### src/rtl/apb_cmd_master_if.sv
// Bundles the command, response and APB signals of apb_cmd_master.
// The master modport is the initiator's view; slave is the environment's view.
interface apb_cmd_master_if #(
    parameter int ADDR_W = 32,
    parameter int DATA_W = 32
);
    localparam int STRB_W = DATA_W / 8;

    logic              cmd_valid;
    logic              cmd_ready;
    logic              cmd_write;
    logic [ADDR_W-1:0] cmd_addr;
    logic [DATA_W-1:0] cmd_wdata;
    logic [STRB_W-1:0] cmd_wstrb;

    logic              rsp_valid;
    logic              rsp_ready;
    logic [DATA_W-1:0] rsp_rdata;
    logic              rsp_slverr;
    logic              rsp_timeout;

    logic [ADDR_W-1:0] paddr;
    logic              psel;
    logic              penable;
    logic              pwrite;
    logic [DATA_W-1:0] pwdata;
    logic [STRB_W-1:0] pstrb;
    logic              pready;
    logic [DATA_W-1:0] prdata;
    logic              pslverr;

    modport master (
        input  cmd_valid, cmd_write, cmd_addr, cmd_wdata, cmd_wstrb,
        output cmd_ready,
        output rsp_valid, rsp_rdata, rsp_slverr, rsp_timeout,
        input  rsp_ready,
        output paddr, psel, penable, pwrite, pwdata, pstrb,
        input  pready, prdata, pslverr
    );

    modport slave (
        output cmd_valid, cmd_write, cmd_addr, cmd_wdata, cmd_wstrb,
        input  cmd_ready,
        input  rsp_valid, rsp_rdata, rsp_slverr, rsp_timeout,
        output rsp_ready,
        input  paddr, psel, penable, pwrite, pwdata, pstrb,
        output pready, prdata, pslverr
    );
endinterface

### src/rtl/apb_cmd_master.sv
// APB4 initiator: one valid/ready command becomes one APB transfer, whose
// result is returned on a valid/ready response stream, with a wait-state timeout.
module apb_cmd_master #(
    parameter int ADDR_W  = 32,
    parameter int DATA_W  = 32,
    parameter int TIMEOUT = 255
) (
    input  logic               pclk,
    input  logic               presetn,
    apb_cmd_master_if.master   bus
);
    localparam int STRB_W = DATA_W / 8;
    localparam int CNT_W  = (TIMEOUT < 1) ? 1 : $clog2(TIMEOUT + 1);
    localparam logic [CNT_W-1:0] CNT_LAST = CNT_W'((TIMEOUT > 0) ? (TIMEOUT - 1) : 0);
    localparam logic [CNT_W-1:0] CNT_MAX  = {CNT_W{1'b1}};
    localparam bit               TO_EN    = (TIMEOUT != 0);

    typedef enum logic [1:0] {
        IDLE   = 2'd0,
        SETUP  = 2'd1,
        ACCESS = 2'd2,
        RESP   = 2'd3
    } state_e;

    state_e            state_q, state_d;
    logic [CNT_W-1:0]  cnt_q, cnt_d, cnt_inc;
    logic [ADDR_W-1:0] paddr_q, paddr_d;
    logic              psel_q, psel_d;
    logic              penable_q, penable_d;
    logic              pwrite_q, pwrite_d;
    logic [DATA_W-1:0] pwdata_q, pwdata_d;
    logic [STRB_W-1:0] pstrb_q, pstrb_d;
    logic              rsp_valid_q, rsp_valid_d;
    logic [DATA_W-1:0] rsp_rdata_q, rsp_rdata_d;
    logic              rsp_slverr_q, rsp_slverr_d;
    logic              rsp_timeout_q, rsp_timeout_d;

    // Wait-state counter saturates so a disabled timeout can never wrap into a false abort.
    assign cnt_inc = (cnt_q == CNT_MAX) ? cnt_q : (cnt_q + CNT_W'(1));

    // Next-state and next-output logic for the transfer FSM.
    always_comb begin
        state_d       = state_q;
        cnt_d         = cnt_q;
        paddr_d       = paddr_q;
        psel_d        = psel_q;
        penable_d     = penable_q;
        pwrite_d      = pwrite_q;
        pwdata_d      = pwdata_q;
        pstrb_d       = pstrb_q;
        rsp_valid_d   = rsp_valid_q;
        rsp_rdata_d   = rsp_rdata_q;
        rsp_slverr_d  = rsp_slverr_q;
        rsp_timeout_d = rsp_timeout_q;

        case (state_q)
            IDLE: begin
                if (bus.cmd_valid) begin
                    state_d   = SETUP;
                    psel_d    = 1'b1;
                    penable_d = 1'b0;
                    paddr_d   = bus.cmd_addr;
                    pwrite_d  = bus.cmd_write;
                    pwdata_d  = bus.cmd_write ? bus.cmd_wdata : {DATA_W{1'b0}};
                    pstrb_d   = bus.cmd_write ? bus.cmd_wstrb : {STRB_W{1'b0}};
                end else begin
                    state_d = IDLE;
                end
            end
            SETUP: begin
                state_d   = ACCESS;
                penable_d = 1'b1;
            end
            ACCESS: begin
                if (bus.pready) begin
                    state_d       = RESP;
                    psel_d        = 1'b0;
                    penable_d     = 1'b0;
                    rsp_valid_d   = 1'b1;
                    rsp_rdata_d   = pwrite_q ? {DATA_W{1'b0}} : bus.prdata;
                    rsp_slverr_d  = bus.pslverr;
                    rsp_timeout_d = 1'b0;
                end else if (TO_EN && (cnt_q == CNT_LAST)) begin
                    state_d       = RESP;
                    cnt_d         = cnt_inc;
                    psel_d        = 1'b0;
                    penable_d     = 1'b0;
                    rsp_valid_d   = 1'b1;
                    rsp_rdata_d   = {DATA_W{1'b0}};
                    rsp_slverr_d  = 1'b1;
                    rsp_timeout_d = 1'b1;
                end else begin
                    cnt_d = cnt_inc;
                end
            end
            RESP: begin
                if (bus.rsp_ready) begin
                    state_d       = IDLE;
                    cnt_d         = {CNT_W{1'b0}};
                    rsp_valid_d   = 1'b0;
                    rsp_slverr_d  = 1'b0;
                    rsp_timeout_d = 1'b0;
                end else begin
                    state_d = RESP;
                end
            end
            default: begin
                state_d     = IDLE;
                psel_d      = 1'b0;
                penable_d   = 1'b0;
                rsp_valid_d = 1'b0;
            end
        endcase
    end

    // State, counter and registered bus/response outputs.
    always_ff @(posedge pclk or negedge presetn) begin
        if (!presetn) begin
            state_q       <= IDLE;
            cnt_q         <= {CNT_W{1'b0}};
            paddr_q       <= {ADDR_W{1'b0}};
            psel_q        <= 1'b0;
            penable_q     <= 1'b0;
            pwrite_q      <= 1'b0;
            pwdata_q      <= {DATA_W{1'b0}};
            pstrb_q       <= {STRB_W{1'b0}};
            rsp_valid_q   <= 1'b0;
            rsp_rdata_q   <= {DATA_W{1'b0}};
            rsp_slverr_q  <= 1'b0;
            rsp_timeout_q <= 1'b0;
        end else begin
            state_q       <= state_d;
            cnt_q         <= cnt_d;
            paddr_q       <= paddr_d;
            psel_q        <= psel_d;
            penable_q     <= penable_d;
            pwrite_q      <= pwrite_d;
            pwdata_q      <= pwdata_d;
            pstrb_q       <= pstrb_d;
            rsp_valid_q   <= rsp_valid_d;
            rsp_rdata_q   <= rsp_rdata_d;
            rsp_slverr_q  <= rsp_slverr_d;
            rsp_timeout_q <= rsp_timeout_d;
        end
    end

    assign bus.cmd_ready   = (state_q == IDLE);
    assign bus.paddr       = paddr_q;
    assign bus.psel        = psel_q;
    assign bus.penable     = penable_q;
    assign bus.pwrite      = pwrite_q;
    assign bus.pwdata      = pwdata_q;
    assign bus.pstrb       = pstrb_q;
    assign bus.rsp_valid   = rsp_valid_q;
    assign bus.rsp_rdata   = rsp_rdata_q;
    assign bus.rsp_slverr  = rsp_slverr_q;
    assign bus.rsp_timeout = rsp_timeout_q;
endmodule

### src/flat_wrapper.sv
// flat-port wrapper written by rule: the top's interface ports become plain ports
module apb_cmd_master_flat 
#(
    parameter int ADDR_W  = 32,
    parameter int DATA_W  = 32,
    parameter int TIMEOUT = 255
)
  (pclk, presetn, bus_cmd_valid, bus_cmd_write, bus_cmd_addr, bus_cmd_wdata, bus_cmd_wstrb, bus_cmd_ready, bus_rsp_valid, bus_rsp_rdata, bus_rsp_slverr, bus_rsp_timeout, bus_rsp_ready, bus_paddr, bus_psel, bus_penable, bus_pwrite, bus_pwdata, bus_pstrb, bus_pready, bus_prdata, bus_pslverr);
  apb_cmd_master_if #(.ADDR_W(ADDR_W), .DATA_W(DATA_W)) bus_i ();
  input  logic pclk;
  input  logic presetn;
  input wire logic [$bits(bus_i.cmd_valid)-1:0] bus_cmd_valid;
  input wire logic [$bits(bus_i.cmd_write)-1:0] bus_cmd_write;
  input wire logic [$bits(bus_i.cmd_addr)-1:0] bus_cmd_addr;
  input wire logic [$bits(bus_i.cmd_wdata)-1:0] bus_cmd_wdata;
  input wire logic [$bits(bus_i.cmd_wstrb)-1:0] bus_cmd_wstrb;
  output wire logic [$bits(bus_i.cmd_ready)-1:0] bus_cmd_ready;
  output wire logic [$bits(bus_i.rsp_valid)-1:0] bus_rsp_valid;
  output wire logic [$bits(bus_i.rsp_rdata)-1:0] bus_rsp_rdata;
  output wire logic [$bits(bus_i.rsp_slverr)-1:0] bus_rsp_slverr;
  output wire logic [$bits(bus_i.rsp_timeout)-1:0] bus_rsp_timeout;
  input wire logic [$bits(bus_i.rsp_ready)-1:0] bus_rsp_ready;
  output wire logic [$bits(bus_i.paddr)-1:0] bus_paddr;
  output wire logic [$bits(bus_i.psel)-1:0] bus_psel;
  output wire logic [$bits(bus_i.penable)-1:0] bus_penable;
  output wire logic [$bits(bus_i.pwrite)-1:0] bus_pwrite;
  output wire logic [$bits(bus_i.pwdata)-1:0] bus_pwdata;
  output wire logic [$bits(bus_i.pstrb)-1:0] bus_pstrb;
  input wire logic [$bits(bus_i.pready)-1:0] bus_pready;
  input wire logic [$bits(bus_i.prdata)-1:0] bus_prdata;
  input wire logic [$bits(bus_i.pslverr)-1:0] bus_pslverr;
  assign bus_i.cmd_valid = bus_cmd_valid;
  assign bus_i.cmd_write = bus_cmd_write;
  assign bus_i.cmd_addr = bus_cmd_addr;
  assign bus_i.cmd_wdata = bus_cmd_wdata;
  assign bus_i.cmd_wstrb = bus_cmd_wstrb;
  assign bus_cmd_ready = bus_i.cmd_ready;
  assign bus_rsp_valid = bus_i.rsp_valid;
  assign bus_rsp_rdata = bus_i.rsp_rdata;
  assign bus_rsp_slverr = bus_i.rsp_slverr;
  assign bus_rsp_timeout = bus_i.rsp_timeout;
  assign bus_i.rsp_ready = bus_rsp_ready;
  assign bus_paddr = bus_i.paddr;
  assign bus_psel = bus_i.psel;
  assign bus_penable = bus_i.penable;
  assign bus_pwrite = bus_i.pwrite;
  assign bus_pwdata = bus_i.pwdata;
  assign bus_pstrb = bus_i.pstrb;
  assign bus_i.pready = bus_pready;
  assign bus_i.prdata = bus_prdata;
  assign bus_i.pslverr = bus_pslverr;
  apb_cmd_master #(.ADDR_W(ADDR_W), .DATA_W(DATA_W), .TIMEOUT(TIMEOUT)) u_core (.pclk(pclk), .presetn(presetn), .bus(bus_i));
endmodule
### config.mk
export PLATFORM = sky130hd
export DESIGN_NAME = apb_cmd_master_flat
export DESIGN_NICKNAME = d
export VERILOG_FILES = /design/src/rtl/apb_cmd_master_if.sv /design/src/rtl/apb_cmd_master.sv /design/src/flat_wrapper.sv
export SDC_FILE = /design/constraint.sdc
export NUM_CORES = 1
export LEC_CHECK = 0
export ABC_CLOCK_PERIOD_IN_PS = 1900
export CAP_MARGIN = 5
export CORE_ASPECT_RATIO = 1.75
export CORE_MARGIN = 2
export CORE_UTILIZATION = 40
export CTS_CLUSTER_DIAMETER = 80
export DETAILED_ROUTE_END_ITERATION = 16
export PLACE_DENSITY = 0.85
export SYNTH_ARGS = -nofsm -noshare
export SYNTH_HDL_FRONTEND = slang
export SYNTH_SLANG_ARGS = --single-unit
### constraint.sdc
create_clock -name pclk -period 1.9 [get_ports pclk]
set_clock_uncertainty 0.1 [all_clocks]
set_input_delay 0.285 -clock pclk [delete_from_list [all_inputs] [get_ports pclk]]
set_output_delay 0.285 -clock pclk [all_outputs]
set_load 0.05 [all_outputs]
==> impl_metrics.env, run 1 <==
export IMPL_power_density_mw_per_mm2=2040
export IMPL_via_to_cell_ratio=5.09
export IMPL_start_util_pct=40.8
export IMPL_first_iter_violations=128
export IMPL_netlist_area_mm2=0.00467
export IMPL_cts_buffers_inserted=17
export IMPL_finalCritPeriodShare_pct=94.4
export IMPL_ant_nets=0
export IMPL_groute_usage_overall_pct=20.6
export IMPL_route_final_wire_length_um=12700
export IMPL_critical_path_peak_fanout=7
export IMPL_grt_setup_unrepaired="false"
export IMPL_count_of_h_tree_levels_built_during_cts=4
export IMPL_design_final_nets=729
export IMPL_ys_dominant_reg_cell="sky130_fd_sc_hd__dfrtp_1"
export IMPL_io_pins=214
export IMPL_hold_viol=0
export IMPL_worst_setup_hold_path_clk_slew_ns=0.06
export IMPL_fmax_mhz=558
export IMPL_numClockSinks=116
export IMPL_utilization_pct=66.1
export IMPL_synth_edf_count=0
export IMPL_dp_final_hpwl_um=9480
export IMPL_yosysUniqueCellTypes=34
export IMPL_cts_root_buffer_cell="sky130_fd_sc_hd__clkbuf_16"
export IMPL_grt_max_degree=50
export IMPL_clk_path_buf_depth=2
export IMPL_gp_congestion=0.879
export IMPL_area_of_the_core_mm2=0.0115
export IMPL_design_die_area_mm2=0.0126
export IMPL_cp_data_arrival_time_ns=1.99
export IMPL_grt_first_pass_wirelength_um=20400
export IMPL_maxSlewHeadroom_pct=64.4
export IMPL_postSynthRegisterBits=116
export IMPL_synth_cells=396
export IMPL_post_route_min_period_ns=1.79
export IMPL_synth_seq_area_share_pct=62.1
export IMPL_synth_fp_nets=509
export IMPL_final_critical_path_setup_slack_ns=0.107
export IMPL_antenna_cells=0
export IMPL_grt_overflow_total=0
export IMPL_first_global_vias=4160
export IMPL_timing_worst_setup_path_type="register to register"
export IMPL_placement_io_buffers=213
export IMPL_setup_viol=0
export IMPL_leakage_nw=3.61
export IMPL_placement_rows=52
export IMPL_antenna_found_initial=0
export IMPL_ir_drop_uv=1320
export IMPL_drv_max_cap_violation_count=0
export IMPL_wl_per_cell_um=16.7
export IMPL_p_total_mw=15.5
export IMPL_die_height_um=147
export IMPL_die_x_um=85.7
export IMPL_detail_route_first_pass_iterations=4
export IMPL_drc=0
export IMPL_preCtsSetupSlack_ns=-0.0965
export IMPL_final_layout_size_suffix_gt1_share_pct=18.6
export IMPL_worstMarginPinSlew_ns=0.536
export IMPL_cts_tree="done"
export IMPL_avgSynthCellArea_um2=11.8
export IMPL_critPathRequiredTime_ns=2.10
export IMPL_critical_path_startpoint_type="register"
export IMPL_area_growth_pct=61.9
export IMPL_number_of_pins_exceeding_their_max_slew_limit_in_the_final_report=0
export IMPL_outcome="completed"
export IMPL_clkLatencyLatePin_ns=0.40
export IMPL_asyncSetResetFlopFracSynth_pct=100
export IMPL_cp_end_kind="register"
export IMPL_min_delay_path_class="input pin to asynchronous set/reset pin"
export IMPL_via_total_after_detailed_routing=3887
export IMPL_ys_warnings_count=0
per-stage QoR:
step           std cells  area (µm²)  hold WS (ns)  TNS (ns)
2_1_floorplan        396        4680        -0.111         0
5_1_grt              764        7560         0.322         0
6_report             764        7560         0.280         0
4_1_cts              764        7560         0.295         0
3_5_place_dp         731        6990         0.175    -0.276
3_3_place_gp         731        6990         0.167         0
cell usage after synthesis, types with 3 or more instances:
cell type	count	area share, %
sky130_fd_sc_hd__nand3_1	4	0.43
sky130_fd_sc_hd__o2bb2ai_1	3	0.56
sky130_fd_sc_hd__dfrtp_1	116	62
sky130_fd_sc_hd__buf_1	4	0.32
sky130_fd_sc_hd__inv_1	6	0.48
sky130_fd_sc_hd__nand2_1	84	6.7
sky130_fd_sc_hd__a21oi_1	4	0.43
sky130_fd_sc_hd__o21ai_0	50	5.4
sky130_fd_sc_hd__a22o_1	32	6.0
sky130_fd_sc_hd__ha_1	6	1.6
sky130_fd_sc_hd__mux2_2	34	8.2
sky130_fd_sc_hd__buf_6	3	0.72
sky130_fd_sc_hd__o31ai_1	4	0.64
sky130_fd_sc_hd__buf_2	8	0.86
sky130_fd_sc_hd__nand2b_1	3	0.40
sky130_fd_sc_hd__clkbuf_1	11	0.88
sky130_fd_sc_hd__nor2_1	3	0.24
path summary, 6_finish.rpt:
kind	endpoint	start	depth (start not counted)	slack (ns)
worst max-delay path	u_core.cnt_q[7]$_DFFE_PN0P_	u_core.state_q[0]$_DFFE_PN0P_	6	0.11
worst min-delay path	u_core.bus.rsp_valid$_DFFE_PN0P_	presetn	2	0.28
worst max register to register	u_core.cnt_q[7]$_DFFE_PN0P_	u_core.state_q[0]$_DFFE_PN0P_	6	0.11
worst min register to register	u_core.bus.pwdata[3]$_DFFE_PN0P_	u_core.bus.pwdata[3]$_DFFE_PN0P_	2	0.37
max in group asynchronous	u_core.bus.pwdata[4]$_DFFE_PN0P_	presetn	3	0.78
min in group pclk	u_core.bus.pwdata[6]$_DFFE_PN0P_	bus_cmd_wdata[6]	3	0.34
flip-flops by register name, summed over array words and instances (netlist names):
name / count
u_core.bus.rsp_rdata: 32
u_core.bus.pwrite: 1
u_core.bus.pwdata: 32
u_core.bus.pstrb: 4
u_core.bus.paddr: 32
u_core.cnt_q: 8
u_core.state_q: 2
u_core.bus.rsp_valid: 1
u_core.bus.rsp_slverr: 1
u_core.bus.penable: 1
u_core.bus.psel: 1
u_core.bus.rsp_timeout: 1
per-layer routing:
layer	vias up	GRT usage (%)	part of all wire, %
met4	0	8.73	2.4
li1	1821	-	-
met2	194	36.3	54
met3	26	6.91	7.2
met1	1846	22.2	37
met5	-	0	0
where the power goes:
part	internal, mW	switching [mW]
combinational	2.40	5.31
sequential	3.57	0.617
clock	2.38	1.18
total	8.35	7.11
cell usage in the layout, fill, tap and decap left out, types with 5 or more instances in the layout:
master / n
sky130_fd_sc_hd__dfrtp_1: 116
sky130_fd_sc_hd__clkdlybuf4s50_1: 105
sky130_fd_sc_hd__nand2_1: 83
sky130_fd_sc_hd__dlygate4sd2_1: 78
sky130_fd_sc_hd__o21ai_0: 48
sky130_fd_sc_hd__buf_4: 35
sky130_fd_sc_hd__mux2_2: 34
sky130_fd_sc_hd__a22o_1: 32
sky130_fd_sc_hd__clkbuf_16: 17
sky130_fd_sc_hd__buf_12: 8
sky130_fd_sc_hd__inv_1: 6
sky130_fd_sc_hd__bufinv_16: 5
worst max-delay path, cell delays in order, from the launching register on:
cell and delay (ns):
sky130_fd_sc_hd__dfrtp_1 0.41, sky130_fd_sc_hd__inv_1 0.16, sky130_fd_sc_hd__ha_2 0.28, sky130_fd_sc_hd__nand2b_1 0.11, sky130_fd_sc_hd__nor2_1 0.17, sky130_fd_sc_hd__o21ai_1 0.18, sky130_fd_sc_hd__o31ai_1 0.28
kinds of logic after synthesis:
logic type,count (synthesis),synth area share [%]
flops,116,62.1
buf+inv,32,3.27
mux,36,8.65
fa+ha+maj,6,1.61
compound gates,102,14.8
simple gates,104,9.53
cell type report:
type / count / area, µm²
tap: 135 / 169
inverter: 6 / 22.5
timing repair buffer: 227 / 2170
fill: 895 / 3890
multi-input combinational: 248 / 1640
clock buffer: 18 / 439
sequential: 116 / 2900
clock inverter: 14 / 224
timing repair:
action / CTS / global route
pin swaps: 0 / 1
hold buffers: 1 / 0
setup buffers: 0 / 0
gates resized for setup: 79 / 2
setup endpoints to repair: 82 / 5
endpoints found under the hold margin: 32 / 0
Power figures use the tool's default switching activity.
==> run 2, diff against run 1 <==
--- a/config.mk
+++ b/config.mk
@@ -5,14 +5,16 @@
 export SDC_FILE = /design/constraint.sdc
 export NUM_CORES = 1
 export LEC_CHECK = 0
+export ABC_AREA = 1
 export ABC_CLOCK_PERIOD_IN_PS = 1900
 export CAP_MARGIN = 5
 export CORE_ASPECT_RATIO = 1.75
 export CORE_MARGIN = 2
-export CORE_UTILIZATION = 40
+export CORE_UTILIZATION = 42
 export CTS_CLUSTER_DIAMETER = 80
 export DETAILED_ROUTE_END_ITERATION = 16
-export PLACE_DENSITY = 0.85
+export GPL_ROUTABILITY_DRIVEN = 0
+export PLACE_DENSITY = 0.88
 export SYNTH_ARGS = -nofsm -noshare
 export SYNTH_HDL_FRONTEND = slang
 export SYNTH_SLANG_ARGS = --single-unit
==> run 2 against run 1 <==
Against the previous run:
- register-to-register slack about the same
- sequential power rose by 1%
- cell count grew 20%
==> impl_metrics.env, run 2 <==
export IMPL_yosysUniqueCellTypes=18
export IMPL_asyncSetResetFlopFracSynth_pct=100
export IMPL_synth_seq_area_share_pct=60.7
export IMPL_critPathRequiredTime_ns=1.51
export IMPL_cp_buffers_inverters=2
export IMPL_synth_top_cells_by_area="sky130_fd_sc_hd__dfrtp_1 (61%), sky130_fd_sc_hd__nand2_1 (24%), sky130_fd_sc_hd__o21ai_0 (4.6%), sky130_fd_sc_hd__ha_1 (1.6%), sky130_fd_sc_hd__nand3_1 (1.4%)"
export IMPL_final_cell_count_no_fill=920
export IMPL_crit_chain="inv_1 > ha_2 > buf_12"
export IMPL_groute_usage_overall_pct=23.1
export IMPL_power_density_mw_per_mm2=2010
export IMPL_critical_path_peak_fanout=5
export IMPL_hold_viol=0
export IMPL_start_util_pct=43.1
export IMPL_outcome="completed"
export IMPL_via_to_cell_ratio=4.91
export IMPL_area_of_the_core_mm2=0.0111
export IMPL_routed_length_on_met2_um=7770
export IMPL_preCtsSetupSlack_ns=-0.0272
export IMPL_critical_path_startpoint_type="register"
export IMPL_netlist_area_leader_share_pct=60.7
export IMPL_io_pins=214
export IMPL_crit_path_top_delay_cell="sky130_fd_sc_hd__dfrtp_1"
export IMPL_first_iter_violations=188
export IMPL_count_of_h_tree_levels_built_during_cts=4
export IMPL_min_delay_path_class="input pin to asynchronous set/reset pin"
export IMPL_critical_path_max_stage_delay_ns=0.42
export IMPL_grt_overflow_total=0
export IMPL_placement_io_buffers=213
export IMPL_worstMarginPinSlew_ns=0.584
export IMPL_placement_rows=51
export IMPL_drc=0
export IMPL_final_critical_path_setup_slack_ns=0.104
export IMPL_final_hold_worst_slack_ns=0.219
export IMPL_synth_fp_nets=671
export IMPL_route_layer_met1_wl_um=5040
export IMPL_synth_edf_count=0
export IMPL_cts_buffers_inserted=17
export IMPL_area_growth_pct=57.0
export IMPL_clkLatencyLatePin_ns=0.40
export IMPL_maxUsedRoutingLayer="met4"
export IMPL_dp_final_hpwl_um=10200
export IMPL_route_final_wire_length_um=14100
export IMPL_numClockSinks=116
export IMPL_layout_common_cells="sky130_fd_sc_hd__nand2_1 (310), sky130_fd_sc_hd__dfrtp_1 (116), sky130_fd_sc_hd__clkdlybuf4s50_1 (105)"
export IMPL_cts_tree="done"
export IMPL_leakage_nw=3.92
export IMPL_avgSynthCellArea_um2=8.57
export IMPL_largest_delay_contributor_family_on_the_critical_path="flip-flops"
export IMPL_ant_nets=0
export IMPL_grt_first_pass_wirelength_um=22800
export IMPL_synthDominantAreaCellType="sky130_fd_sc_hd__dfrtp_1"
export IMPL_post_route_min_period_ns=1.80
export IMPL_cp_end_kind="primary output"
export IMPL_synth_cells=558
export IMPL_most_common_cell_in_the_synthesized_netlist="sky130_fd_sc_hd__nand2_1"
export IMPL_fmax_mhz=557
export IMPL_place_detailed_instances=887
export IMPL_design_final_nets=888
export IMPL_cts_root_buffer_cell="sky130_fd_sc_hd__clkbuf_16"
export IMPL_first_global_vias=4662
export IMPL_maxSlewHeadroom_pct=61.0
export IMPL_final_layout_size_suffix_gt1_share_pct=13.5
export IMPL_grt_setup_unrepaired="false"
export IMPL_netlist_area_mm2=0.00478
export IMPL_final_common_cell="sky130_fd_sc_hd__nand2_1"
export IMPL_cp_data_arrival_time_ns=1.41
export IMPL_detail_route_first_pass_iterations=5
export IMPL_die_height_um=145
export IMPL_clk_path_buf_depth=2
export IMPL_die_x_um=84.7
export IMPL_timing_worst_setup_path_type="register to primary output"
export IMPL_ys_warnings_count=0
export IMPL_wl_per_cell_um=15.3
export IMPL_antenna_found_initial=0
export IMPL_antenna_cells=0
export IMPL_number_of_pins_exceeding_their_max_slew_limit_in_the_final_report=0
export IMPL_worst_setup_hold_path_clk_slew_ns=0.06
export IMPL_grt_max_degree=65
export IMPL_ys_dominant_reg_cell="sky130_fd_sc_hd__dfrtp_1"
export IMPL_drv_max_cap_violation_count=0
export IMPL_setup_viol=0
export IMPL_postSynthRegisterBits=116
export IMPL_netlist_top_cells_count="sky130_fd_sc_hd__nand2_1 (312), sky130_fd_sc_hd__dfrtp_1 (116), sky130_fd_sc_hd__o21ai_0 (44)"
export IMPL_met3WireLength_um=884
export IMPL_p_total_mw=15.1
export IMPL_via_total_after_detailed_routing=4521
export IMPL_finalCritPeriodShare_pct=94.5
export IMPL_setup_tns_final_ns=0
export IMPL_design_die_area_mm2=0.0123
export IMPL_ir_drop_uv=1110
==> run 2: cell types whose count changed after synthesis, moves of 6 or more <==
cell                      delta
sky130_fd_sc_hd__a22o_1     -32
sky130_fd_sc_hd__inv_1       +9
sky130_fd_sc_hd__mux2_2     -34
sky130_fd_sc_hd__nand2_1   +228
sky130_fd_sc_hd__nand3_1     +9
sky130_fd_sc_hd__nor2_1      +9
sky130_fd_sc_hd__o21ai_0     -6
==> run 2: cells by family after synthesis <==
group	after synthesis	synth area share, %
AOI/OAI and AO/OA	50	5.57
and+or+nand+nor	344	27.8
adders and majority gates	6	1.57
DFF	116	60.7
xor gates and xnor gates	1	0.183
buffers and inverters	41	4.16
==> run 2: report_power, final <==
group	leakage (nW)	switching, mW	total [mW]	internal (mW)
Combinational	2.17	5.64	7.76	2.11
Sequential	1.48	0.670	4.23	3.56
Clock	0.269	1.18	3.07	1.88
==> run 2: layer usage <==
layer / global-route usage (%) / up-vias
met4: 9.13 / 0
met1: 25.4 / 2144
met3: 6.14 / 30
met2: 41.5 / 184
li1: - / 2163
met5: 0 / -
==> run 2: path summary, 6_finish.rpt <==
kind | startpoint | end | slack [ns] | depth (start not counted)
setup / recovery | u_core.state_q[1]$_DFFE_PN0P_ | bus_cmd_ready | 0.10 | 3
hold / removal | presetn | u_core.bus.rsp_timeout$_DFFE_PN0P_ | 0.22 | 2
setup reg to reg | u_core.state_q[0]$_DFFE_PN0P_ | u_core.cnt_q[7]$_DFFE_PN0P_ | 0.11 | 8
hold reg to reg | u_core.bus.rsp_rdata[6]$_DFFE_PN0P_ | u_core.bus.rsp_rdata[6]$_DFFE_PN0P_ | 0.36 | 2
max in group asynchronous | presetn | u_core.bus.paddr[19]$_DFFE_PN0P_ | 0.92 | 3
min in group pclk | bus_prdata[8] | u_core.bus.rsp_rdata[8]$_DFFE_PN0P_ | 0.31 | 3
==> run 2: repair_timing <==
action | 4_1_cts | 5_1_grt
resized for setup | 59 | 4
hold buffers | 1 | 0
endpoints found under the setup margin | 66 | 8
setup buffers | 0 | 0
endpoints found under the hold margin | 18 | 0
==> run 2: cell type report <==
cell class | instances | area, µm²
inverter | 16 | 60.1
tap | 132 | 165
timing repair buffer | 223 | 2100
sequential | 116 | 2900
fill | 884 | 3600
clock buffer | 19 | 453
multi-input combinational | 401 | 1700
clock inverter | 13 | 125
==> run 2: worst reg2reg max path, delay by kind of cell (launching register included) <==
family                     cells  cell delay [ns]
and+or+nand+nor                4             0.52
AOI/OAI and AO/OA              1             0.19
adders and majority gates      1             0.23
DFF                            1             0.44
buffers and inverters          2             0.23
==> run 2: through the flow <==
stage | utilization [%] | cell area (µm²)
after floorplan | - | 4780
after global placement | 62.9 | 6980
after detailed placement | 62.9 | 6980
after CTS | 67.5 | 7500
after global routing | 67.6 | 7510
final | 67.6 | 7510
==> run 3, diff against run 2 <==
--- a/config.mk
+++ b/config.mk
@@ -6,7 +6,6 @@
 export NUM_CORES = 1
 export LEC_CHECK = 0
 export ABC_AREA = 1
-export ABC_CLOCK_PERIOD_IN_PS = 1900
 export CAP_MARGIN = 5
 export CORE_ASPECT_RATIO = 1.75
 export CORE_MARGIN = 2
==> constraint.sdc (replaced) <==
create_clock -name pclk -period 1.8 [get_ports pclk]
set_clock_uncertainty 0.1 [all_clocks]
set_input_delay 0.27 -clock pclk [delete_from_list [all_inputs] [get_ports pclk]]
set_output_delay 0.27 -clock pclk [all_outputs]
set_load 0.05 [all_outputs]
==> run 3 against run 2 <==
Against the previous run:
- total power grew 8.1%
- critical endpoint unchanged
- clock power rose by 11%
- largest power group unchanged
- worst hold slack better by 0.015 ns
==> impl_metrics.env, run 3 (synthesized netlist as in run 2, its figures left out) <==
export IMPL_outcome="completed"
export IMPL_final_cell_count_no_fill=924
export IMPL_final_critical_path_setup_slack_ns=0.0192
export IMPL_grt_setup_unrepaired="true"
export IMPL_count_of_h_tree_levels_built_during_cts=4
export IMPL_via_total_after_detailed_routing=4471
export IMPL_fmax_mhz=562
export IMPL_worstMarginPinSlew_ns=0.370
export IMPL_critical_path_peak_fanout=5
export IMPL_critical_path_startpoint_type="register"
export IMPL_io_pins=214
export IMPL_maxSlewHeadroom_pct=75.3
export IMPL_layout_common_cells="sky130_fd_sc_hd__nand2_1 (310), sky130_fd_sc_hd__dfrtp_1 (116), sky130_fd_sc_hd__buf_4 (115)"
export IMPL_crit_path_top_delay_cell="sky130_fd_sc_hd__dfrtp_1"
export IMPL_hold_viol=0
export IMPL_cp_end_kind="primary output"
export IMPL_critical_path_max_stage_delay_ns=0.42
export IMPL_r2r_start="u_core.state_q[0]$_DFFE_PN0P_"
export IMPL_setup_reg_to_reg_worst_slack_ns=0.16
export IMPL_finalCritPeriodShare_pct=98.9
export IMPL_place_detailed_instances=891
export IMPL_critPathRequiredTime_ns=1.43
export IMPL_post_route_min_period_ns=1.78
export IMPL_ir_drop_uv=1270
export IMPL_first_global_vias=4673
export IMPL_drv_max_cap_violation_count=0
export IMPL_grt_first_pass_wirelength_um=22300
export IMPL_worst_r2r_cell_count=9
export IMPL_antenna_found_initial=0
export IMPL_area_of_the_core_mm2=0.0111
export IMPL_route_layer_met1_wl_um=5090
export IMPL_start_util_pct=43.1
export IMPL_die_x_um=84.7
export IMPL_cts_buffers_inserted=17
export IMPL_wl_per_cell_um=14.6
export IMPL_final_common_cell="sky130_fd_sc_hd__nand2_1"
export IMPL_placement_io_buffers=213
export IMPL_grt_max_degree=66
export IMPL_dpl_cell_area_mm2=0.00685
export IMPL_timing_worst_setup_path_type="register to primary output"
export IMPL_clk_path_buf_depth=2
export IMPL_leakage_nw=3.87
export IMPL_worst_setup_hold_path_clk_slew_ns=0.05
export IMPL_crit_chain="inv_1 > ha_2 > buf_12"
export IMPL_fin_area_mm2=0.00749
export IMPL_via_to_cell_ratio=4.84
export IMPL_clkLatencyLatePin_ns=0.40
export IMPL_preCtsSetupSlack_ns=0.00370
export IMPL_number_of_pins_exceeding_their_max_slew_limit_in_the_final_report=0
export IMPL_groute_usage_overall_pct=22.9
export IMPL_drc=0
export IMPL_maxUsedRoutingLayer="met4"
export IMPL_route_final_wire_length_um=13500
export IMPL_final_hold_worst_slack_ns=0.233
export IMPL_placement_rows=51
export IMPL_cp_data_arrival_time_ns=1.41
export IMPL_detail_route_first_pass_iterations=4
export IMPL_utilization_pct=67.4
export IMPL_final_layout_size_suffix_gt1_share_pct=21.0
export IMPL_cts_tree="done"
export IMPL_die_height_um=145
export IMPL_min_delay_path_class="input pin to asynchronous set/reset pin"
export IMPL_grt_overflow_total=0
export IMPL_first_iter_violations=175
export IMPL_routed_length_on_met2_um=7320
export IMPL_power_density_mw_per_mm2=2170
export IMPL_numClockSinks=116
export IMPL_area_growth_pct=56.6
export IMPL_antenna_cells=0
export IMPL_setup_viol=0
export IMPL_design_die_area_mm2=0.0123
export IMPL_dp_final_hpwl_um=9980
export IMPL_ant_nets=0
export IMPL_timing_rr_end="u_core.bus.rsp_slverr$_DFFE_PN0P_"
export IMPL_design_final_nets=892
export IMPL_met3WireLength_um=831
export IMPL_cts_root_buffer_cell="sky130_fd_sc_hd__clkbuf_16"
## run 3: changes by cell type in the layout (fill, tap and decap cells not counted), moves of 3 or more
cell | before | now
sky130_fd_sc_hd__buf_4 | 52 | 115
sky130_fd_sc_hd__dlygate4sd2_1 | 58 | 0
sky130_fd_sc_hd__clkinvlp_4 | 5 | 2
sky130_fd_sc_hd__inv_6 | 4 | 1
## run 3: metal layers
metal,vias up,global-route usage (%)
met5,-,0
met4,0,8.41
met3,21,5.97
met2,182,40.7
met1,2101,25.9
li1,2167,-
## run 3: how the worst max path moves through the flow
| stage | start | cells after the start | to |
|---|---|---|---|
| global route | u_core.state_q[1]$_DFFE_PN0P_ | 3 | bus_cmd_ready |
| finish | u_core.state_q[1]$_DFFE_PN0P_ | 3 | bus_cmd_ready |
| CTS | u_core.state_q[1]$_DFFE_PN0P_ | 3 | bus_cmd_ready |
| floorplan | u_core.state_q[0]$_DFFE_PN0P_ | 7 | u_core.bus.pwdata[28]$_DFFE_PN0P_ |
| global placement | bus_rsp_ready | 8 | u_core.cnt_q[2]$_DFFE_PN0P_ |
| detailed placement | u_core.state_q[0]$_DFFE_PN0P_ | 9 | u_core.cnt_q[6]$_DFFE_PN0P_ |
## run 3: worst max-delay path: cells and delay by family (launching register included)
family / cells / cell delay, ns
buffers and inverters: 2 / 0.29
flip-flops: 1 / 0.42
adder cells (fa/ha/maj): 1 / 0.30
## run 3: final cells by class
class                   count  area, µm²
flip-flops and latches    116       2900
clock inverters            12        155
inverters                  16       60.1
well taps                 132        165
clock buffers              20        447
fillers                   907       3620
repair buffers            227       2040
multi-input cells         401       1710
## run 3: per-stage QoR
stage               power, mW  TNS [ns]
floorplan                10.0         0
global placement         12.7         0
detailed placement       12.9         0
CTS                      16.4         0
global route             17.1   -0.0460
finish                   16.3         0
## run 3: repair_timing
action / in CTS / in global routing
buffers inserted: 0 / 0
hold buffers: 1 / 0
resized for setup: 1 / 5
endpoints found under the setup margin: 3 / 12
hold endpoints to repair: 21 / 0
## run 3: where the power goes
| group | internal, mW | switching (mW) |
|---|---|---|
| Sequential | 3.76 | 0.704 |
| Combinational | 2.46 | 5.96 |
| Clock | 2.21 | 1.19 |
| Total | 8.43 | 7.85 |
